File: src/rtl/cache_req_decode_q_pkg.sv
// Shared types and width helpers for the buffered cache request decoder.
// Entry fields are sized for the largest supported geometry; narrower instances zero-extend.
package cache_req_decode_q_pkg;

    localparam int MAX_LINE_BYTES = 64;
    localparam int MAX_OFF_W      = 6;
    localparam int MAX_SET_W      = 10;
    localparam int MAX_ADDR_W     = 64;
    localparam int MAX_IDX_W      = 16;

    function automatic int f_off_w(input int line_bytes);
        return $clog2(line_bytes);
    endfunction

    function automatic int f_set_w(input int num_sets);
        return $clog2(num_sets);
    endfunction

    function automatic int f_tag_w(input int addr_w, input int line_bytes, input int num_sets);
        return addr_w - f_off_w(line_bytes) - f_set_w(num_sets);
    endfunction

    typedef struct packed {
        logic [MAX_ADDR_W-1:0]       tag;
        logic [MAX_SET_W-1:0]        set_idx;
        logic [MAX_OFF_W-1:0]        offset;
        logic                        csb;
        logic                        web;
        logic [MAX_LINE_BYTES-1:0]   line_wmask;
        logic [8*MAX_LINE_BYTES-1:0] line_wdata;
        logic [3:0]                  rmask;
        logic [3:0]                  wmask;
        logic [31:0]                 wdata;
        logic [MAX_ADDR_W-1:0]       addr;
        logic [MAX_IDX_W-1:0]        index;
        logic                        err;
    } dec_req_t;

endpackage

File: src/rtl/cache_req_decode_comb.sv
// Combinational decode of one LSQ request into a cache-line-oriented entry.
// Illegal byte lanes are those at or above 4 - addr[1:0] within the addressed word.
module cache_req_decode_comb
    import cache_req_decode_q_pkg::*;
#(
    parameter int LINE_BYTES = 32,
    parameter int NUM_SETS   = 16,
    parameter int ADDR_W     = 32,
    parameter int IDX_W      = 4
) (
    input  logic [ADDR_W-1:0] addr,
    input  logic [3:0]        rmask,
    input  logic [3:0]        wmask,
    input  logic [31:0]       wdata,
    input  logic [IDX_W-1:0]  index,
    output dec_req_t          dec,
    output logic              is_null
);

    localparam int OFF_W = f_off_w(LINE_BYTES);
    localparam int SET_W = f_set_w(NUM_SETS);
    localparam int TAG_W = f_tag_w(ADDR_W, LINE_BYTES, NUM_SETS);

    logic [OFF_W-1:0] off;
    logic [OFF_W-1:0] word_sel;
    logic [3:0]       lane_ok;
    logic             any_r;
    logic             any_w;
    logic             misalign;

    always_comb begin
        off      = addr[OFF_W-1:0];
        word_sel = off >> 2;
        any_r    = |rmask;
        any_w    = |wmask;
        lane_ok  = 4'hF >> addr[1:0];
        misalign = |((rmask | wmask) & ~lane_ok);
        is_null  = !(any_r || any_w);

        dec            = '0;
        dec.tag        = MAX_ADDR_W'(addr[ADDR_W-1 -: TAG_W]);
        dec.set_idx    = MAX_SET_W'(addr[OFF_W+SET_W-1:OFF_W]);
        dec.offset     = MAX_OFF_W'(off);
        // Lane placement by shift keeps every non-addressed lane at zero.
        dec.line_wmask = MAX_LINE_BYTES'(wmask) << {word_sel, 2'b00};
        dec.line_wdata = (8*MAX_LINE_BYTES)'(wdata) << {word_sel, 5'b00000};
        dec.err        = (any_r && any_w) || misalign;
        dec.csb        = is_null || dec.err;
        dec.web        = !any_w;
        dec.rmask      = rmask;
        dec.wmask      = wmask;
        dec.wdata      = wdata;
        dec.addr       = MAX_ADDR_W'(addr);
        dec.index      = MAX_IDX_W'(index);
    end

endmodule

File: src/rtl/cache_req_decode_q.sv
// Cache request decoder with a 2-entry skid FIFO between the LSQ and cache stage 1.
// req_ready comes only from the registered count, so there is no comb path from out_ready.
module cache_req_decode_q
    import cache_req_decode_q_pkg::*;
#(
    parameter int LINE_BYTES = 32,
    parameter int NUM_SETS   = 16,
    parameter int ADDR_W     = 32,
    parameter int IDX_W      = 4
) (
    input  logic              clk,
    input  logic              rst,
    input  logic              flush,
    input  logic              req_valid,
    output logic              req_ready,
    input  logic [ADDR_W-1:0] req_addr,
    input  logic [3:0]        req_rmask,
    input  logic [3:0]        req_wmask,
    input  logic [31:0]       req_wdata,
    input  logic [IDX_W-1:0]  req_index,
    output logic              out_valid,
    input  logic              out_ready,
    output dec_req_t          out
);

    dec_req_t   dec;
    logic       dec_null;
    dec_req_t   mem_q [2];
    dec_req_t   mem_d [2];
    logic       head_q, head_d;
    logic       tail_q, tail_d;
    logic [1:0] count_q, count_d;
    logic       enq;
    logic       deq;

    cache_req_decode_comb #(
        .LINE_BYTES (LINE_BYTES),
        .NUM_SETS   (NUM_SETS),
        .ADDR_W     (ADDR_W),
        .IDX_W      (IDX_W)
    ) u_decode (
        .addr    (req_addr),
        .rmask   (req_rmask),
        .wmask   (req_wmask),
        .wdata   (req_wdata),
        .index   (req_index),
        .dec     (dec),
        .is_null (dec_null)
    );

    always_comb begin
        req_ready = (count_q != 2'd2);
        out_valid = (count_q != 2'd0);
        // Null requests complete the handshake but never occupy a slot.
        enq       = req_valid && req_ready && !dec_null;
        deq       = out_valid && out_ready;

        mem_d   = mem_q;
        head_d  = head_q;
        tail_d  = tail_q;
        count_d = count_q;
        if (flush) begin
            head_d  = 1'b0;
            tail_d  = 1'b0;
            count_d = 2'd0;
        end else begin
            if (enq) begin
                mem_d[tail_q] = dec;
                tail_d        = ~tail_q;
            end
            if (deq) begin
                head_d = ~head_q;
            end
            count_d = count_q + {1'b0, enq} - {1'b0, deq};
        end
    end

    assign out = mem_q[head_q];

    always_ff @(posedge clk) begin
        if (rst) begin
            head_q   <= 1'b0;
            tail_q   <= 1'b0;
            count_q  <= 2'd0;
            mem_q[0] <= '0;
            mem_q[1] <= '0;
        end else begin
            head_q  <= head_d;
            tail_q  <= tail_d;
            count_q <= count_d;
            mem_q   <= mem_d;
        end
    end

endmodule

File: config.mk
export PLATFORM = sky130hd
export DESIGN_NAME = cache_req_decode_q
export DESIGN_NICKNAME = d
export VERILOG_FILES = /design/src/rtl/cache_req_decode_q_pkg.sv /design/src/rtl/cache_req_decode_comb.sv /design/src/rtl/cache_req_decode_q.sv
export SDC_FILE = /design/constraint.sdc
export NUM_CORES = 2
export LEC_CHECK = 0
export ABC_AREA = 0
export CAP_MARGIN = 10
export CORE_AREA = 2 2 331 333
export CTS_CLUSTER_SIZE = 30
export DETAILED_ROUTE_END_ITERATION = 12
export DIE_AREA = 0 0 333 335
export GPL_TIMING_DRIVEN = 0
export PLACE_DENSITY = 0.61
export SETUP_SLACK_MARGIN = 0.5
export SYNTH_ARGS = -nofsm -noshare
export SYNTH_HDL_FRONTEND = slang
export SYNTH_SLANG_ARGS = --single-unit
File: constraint.sdc
create_clock -name clk -period 2.41 [get_ports clk]
set_clock_uncertainty 0.05 [all_clocks]
set_input_delay 0.6025 -clock clk [delete_from_list [all_inputs] [get_ports clk]]
set_output_delay 0.6025 -clock clk [all_outputs]
set_load 0.005 [all_outputs]
# Yosys cells after proc, flatten, opt, wreduce, memory -nomap -nowiden
# Cells that the tools add are included.
dict set report totals {
  ff_bits 1562
  word_cells 68
  in_bits 81
}
dict set report op_classes {
  n_mux 6
  shifts 3
  n_lt_le_gt_ge 3
  addsub 2
  n_eq_ne 1
  reduce_logical 16
  bitwise 8
}
# op n
set ops {}
lappend ops {{$mux 779} 4}
lappend ops {{$bwmux 1558} 1}
lappend ops {{$demux 779 s1} 1}
lappend ops {{$shl 32x8->512} 1}
lappend ops {{$shl 4x5->64} 1}
lappend ops {{$reduce_or 4->1} 3}
lappend ops {{$logic_and 1x1->1} 5}
lappend ops {{$and 4x4->4} 1}
lappend ops {{$ge 2x2->1 const B} 2}
lappend ops {{$not 1->2} 2}
lappend ops {{$not 4->4} 1}
lappend ops {{$or 4x4->4} 1}
lappend ops {{$shr 4x2->4 const A} 1}
lappend ops {{$logic_or 1x1->1} 3}
lappend ops {{$not 1->1} 3}
lappend ops {{$add 2x1->2} 1}
lappend ops {{$logic_not 1->1} 2}
lappend ops {{$lt 2x1->1 const B} 1}
lappend ops {{$ne 2x2->1 const B} 1}
lappend ops {{$reduce_and 2->1} 1}
lappend ops {{$reduce_bool 2->1} 1}
lappend ops {{$reduce_or 2->1} 1}
lappend ops {{$sub 2x1->2} 1}

# Longest topological paths before layout
dict set report depth {
  depth_word 7
  mapped_depth 8
  depth_no_buf 8
}

# Modules after synthesis
# Synthesis repeated with hierarchy kept, for this count alone.
dict set report unflattened {
  hier_cells 7605
  area_unflattened_um2 78957.0
}
# module seq_area_each_um2 n_inst area_per_inst_um2 cells_per_inst
set modules_own_cells {}
lappend modules_own_cells {cache_req_decode_q 31270.0 1 73234.0 6781}
lappend modules_own_cells {cache_req_decode_comb 0.0 1 5723.0 824}

# Least setup slack after synthesis
# Ideal clock, no wire load.
dict set report synth_timing {
  path_kind {input to register}
  start {input req_wmask[3]}
  end {register count_q[1]}
  setup_time_ns 0.130
  n_path_buf 0
  slack_ns 0.040
  stages 8
  arrival_ns 2.190
  cell_sequence {or4_4 o211ai_1 ha_1 inv_1 ha_1 xor2_1 xnor2_1 nor3_1}
}
dict set report synth_between {
  elab_chain_cells 5
}
# element line
set synth_lines {}
lappend synth_lines {{start: declaration} cache_req_decode_q.sv:18} ;# input logic [3:0] req_wmask,
lappend synth_lines {{$reduce_or 4->1} cache_req_decode_comb.sv:35} ;# any_w = |wmask;
lappend synth_lines {{$logic_or 1x1->1} cache_req_decode_comb.sv:38} ;# is_null = !(any_r || any_w);
lappend synth_lines {{$logic_and 1x1->1} cache_req_decode_q.sv:55} ;# enq = req_valid && req_ready && !dec_null;
lappend synth_lines {{$add 2x1->2} cache_req_decode_q.sv:74} ;# count_d = count_q + {1'b0, enq} - {1'b0, deq};
lappend synth_lines {{$sub 2x1->2} cache_req_decode_q.sv:74}
lappend synth_lines {{end signal: assignment} cache_req_decode_q.sv:90} ;# count_q <= count_d;
lappend synth_lines {{end: declaration} cache_req_decode_q.sv:32} ;# logic [1:0] count_q, count_d;
# Every way passes these cells.
# A chain may end at the register's enable or synchronous reset.

==> reports/results.ini <==
[pwr]
leakage_nw=22.3
total_power_mw=31.7
power_switching_mw=8.98
swShare_pct=28.3
power_frac_clock_pct=42.9
seqPwrFrac_pct=39.2
power_frac_comb_pct=17.9
p_int_mw=22.7
irDropWorstVdd_uv=535
power_density_mw_per_mm2=551

[timing]
rsz0062_at_grt=true
report.final.slew_viol_count=11
fmax_mhz=341
setup_viol=403
tightest_slew_ns=1.55
period_minus_slack_ns=2.93
hold_viol=0
hold_slack_ns=0.179
fin_ws_ns=-0.520
post-route-period-util_pct=122
slew_headroom_pct=-3.16

[clock_tree]
insertion_delay_ns=0.62
clockBufferDepth=3
cts.sinks=738
cts_hold_buf=0
htree_num_levels=3
cts_buffers=82
tritoncts=done
clock-root-buffer=clkbuf_16
path_clk_slew_ns=0.07

[layout]
syn_to_final_growth_pct=57.1
fillers=9591
drive_above_1_share_pct=38.3
register_area_mm2=0.0148
final_common_cell=dfxtp_1
layout_common_cells=dfxtp_1, a21oi_1, buf_6, nand4_1, buf_4
nets=5671
fin_area_mm2=0.0576
multi_input_area_mm2=0.0200

[critical_path]
r2r_slack_ns=0.11
crit_type=register to primary output
end_kind=primary output
crit_fanout=7
path_cells=clkbuf_16, clkbuf_16, buf_6, clkbuf_16, mux2_4, buf_6
slowest_delay_ns=0.43
required_ns=1.76
cp_data_arrival_time_ns=2.28
crit_top_cell=clkbuf_16
critical_path.slowest_cell=dfxtp_4
critPathLaunchType=register

[routing]
avgRoutedWirePerCell_um=28.6
wl_met1_um=70300
drc=0
avgViaCountPerCell=5.86
top_layer=met5
routed_wl_um=202000
antenna_left=0
wl_met2_um=86800
dr_wl_met3_um=28300
first_iter_violations=5477
via_count=41500
drt_pass1_iterations=6

[yosys]
ys_ff_latch=738
synth_area_per_cell_um2=8.44
ys_types=33
synth_seq_area_share_pct=40.3
yosys_warnings=0
netlist_area_mm2=0.0367
syn_inst=4344

[global_routing]
grt_overflow=0
grt_pass1_wl_um=273000
globalRouteTotalUtil_pct=33.6
grt_pass1_vias=37400
antenna_found_initial=12
grt_max_degree=14

[run_status]
outcome=finished, violations left
violations=capacitance limit, slew limit, setup timing

[floorplanning]
rows=121
core-area_mm2=0.108
initial_core_util_pct=33.9
die_w_um=333
dieArea_mm2=0.112
ioPinCount=862
die_h_um=335

[place]
pre_cts_ws_ns=-1.16
gp_congestion=0.970
dp_hpwl_um=137000
dpl_cell_area_mm2=0.0462
portBuffers=445

[hold_path]
min_path_type=input port to register

[run]
maxCapViolCount=2

[cell type report]
| type | count | share of cell area [%] |
|---|---|---|
| Clock inverter | 31 | 0.736 |
| Sequential cell | 738 | 25.7 |
| Antenna cell | 12 | 0.0521 |
| Timing Repair Buffer | 781 | 17.9 |
| Clock buffer | 119 | 4.21 |
| Inverter | 6 | 0.0391 |
| Buffer | 998 | 13.6 |
| Multi-Input combinational cell | 2981 | 34.8 |
| Tap cell | 1414 | 3.07 |
[cell usage after synthesis]
library cell / n / area (µm²)
and3b_1: 2 / 17.5
nand2_1: 4 / 15.0
nor3b_1: 4 / 30.0
nand2b_1: 1 / 6.26
o21ai_1: 375 / 1880
xor2_1: 1 / 8.76
and3_1: 1 / 6.26
dfxtp_1: 738 / 14800
nor4_1: 4 / 25.0
buf_1: 109 / 409
inv_1: 6 / 22.5
and2_1: 2 / 12.5
a21oi_1: 732 / 3660
a211oi_1: 2 / 15.0
conb_1: 1 / 3.75
o21ai_0: 359 / 1800
mux2_2: 365 / 4110
o2111a_1: 1 / 11.3
o211ai_1: 1 / 7.51
o2111ai_2: 1 / 15.0
nand3_1: 154 / 771
buf_6: 29 / 327
nand4_1: 576 / 3600
buf_2: 77 / 385
or2_2: 1 / 6.26
ha_1: 2 / 25.0
buf_4: 452 / 3390
xnor2_1: 3 / 26.3
nor2_1: 1 / 3.75
or4_4: 2 / 22.5
nor3_1: 6 / 30.0
clkbuf_1: 331 / 1240
a22oi_1: 1 / 7.51
[routing by layer]
metal | GRT usage, % | up-vias
met3 | 12.2 | 868
met2 | 51.0 | 3282
met4 | 22.9 | 8
li1 | - | 17600
met1 | 39.6 | 19800
met5 | 0 | -
[worst max-delay path: cells and delay by family (launching register included)]
family | cells | cell delay, ns
buffers and inverters | 5 | 0.82
flip-flops | 1 | 0.43
multiplexers | 1 | 0.38
[metrics by stage]
step | TNS [ns] | utilization [%] | cells
finish | -150.47 | 53.3 | 7080
floorplan | 0 | - | 4723
detailed placement | -629.67 | 42.8 | 6612
global route | -150.39 | 53.3 | 7068
CTS | -141.70 | 51.3 | 7005
global placement | -676.08 | 42.3 | 6582
[kinds of logic after synthesis]
group	synth area share (%)
other	0.0102
AOI/OAI and AO/OA	20.2
muxes	11.2
xor gates and xnor gates	0.0956
and+or+nand+nor	12.4
buffers and inverters	15.8
adders and majority gates	0.0682
DFF	40.3
[sequential cells by signal (all words and copies together) (netlist names)]
register,cells
count_q,2
head_q,1
mem_q,734
tail_q,1
[final timing paths]
kind	start	end	depth (start not counted)
worst max register to register	tail_q	mem_q[885]	7
worst min register to register	mem_q[96]	mem_q[96]	2
worst min-delay path	req_rmask[3]	mem_q[120]	3
worst max-delay path	head_q	out[290]	6
[power groups by stage]
| stage | Sequential (mW) | Clock [mW] | Combinational [mW] |
|---|---|---|---|
| CTS | 12.4 | 13.5 | 5.10 |
| global route | 12.4 | 14.0 | 5.76 |
| detailed placement | 12.7 | 0 | 4.27 |
| finish | 12.4 | 13.6 | 5.68 |
| floorplan | 12.7 | 0 | 2.46 |
| global placement | 12.7 | 0 | 4.17 |
[timing repair]
item,4_1_cts,5_1_grt
setup endpoints to repair,1138,1137
gates resized for setup,2780,372
pin swaps,20,44
cloned,58,23
setup buffers,185,37
No activity file was read; power rests on OpenSTA's default activity.
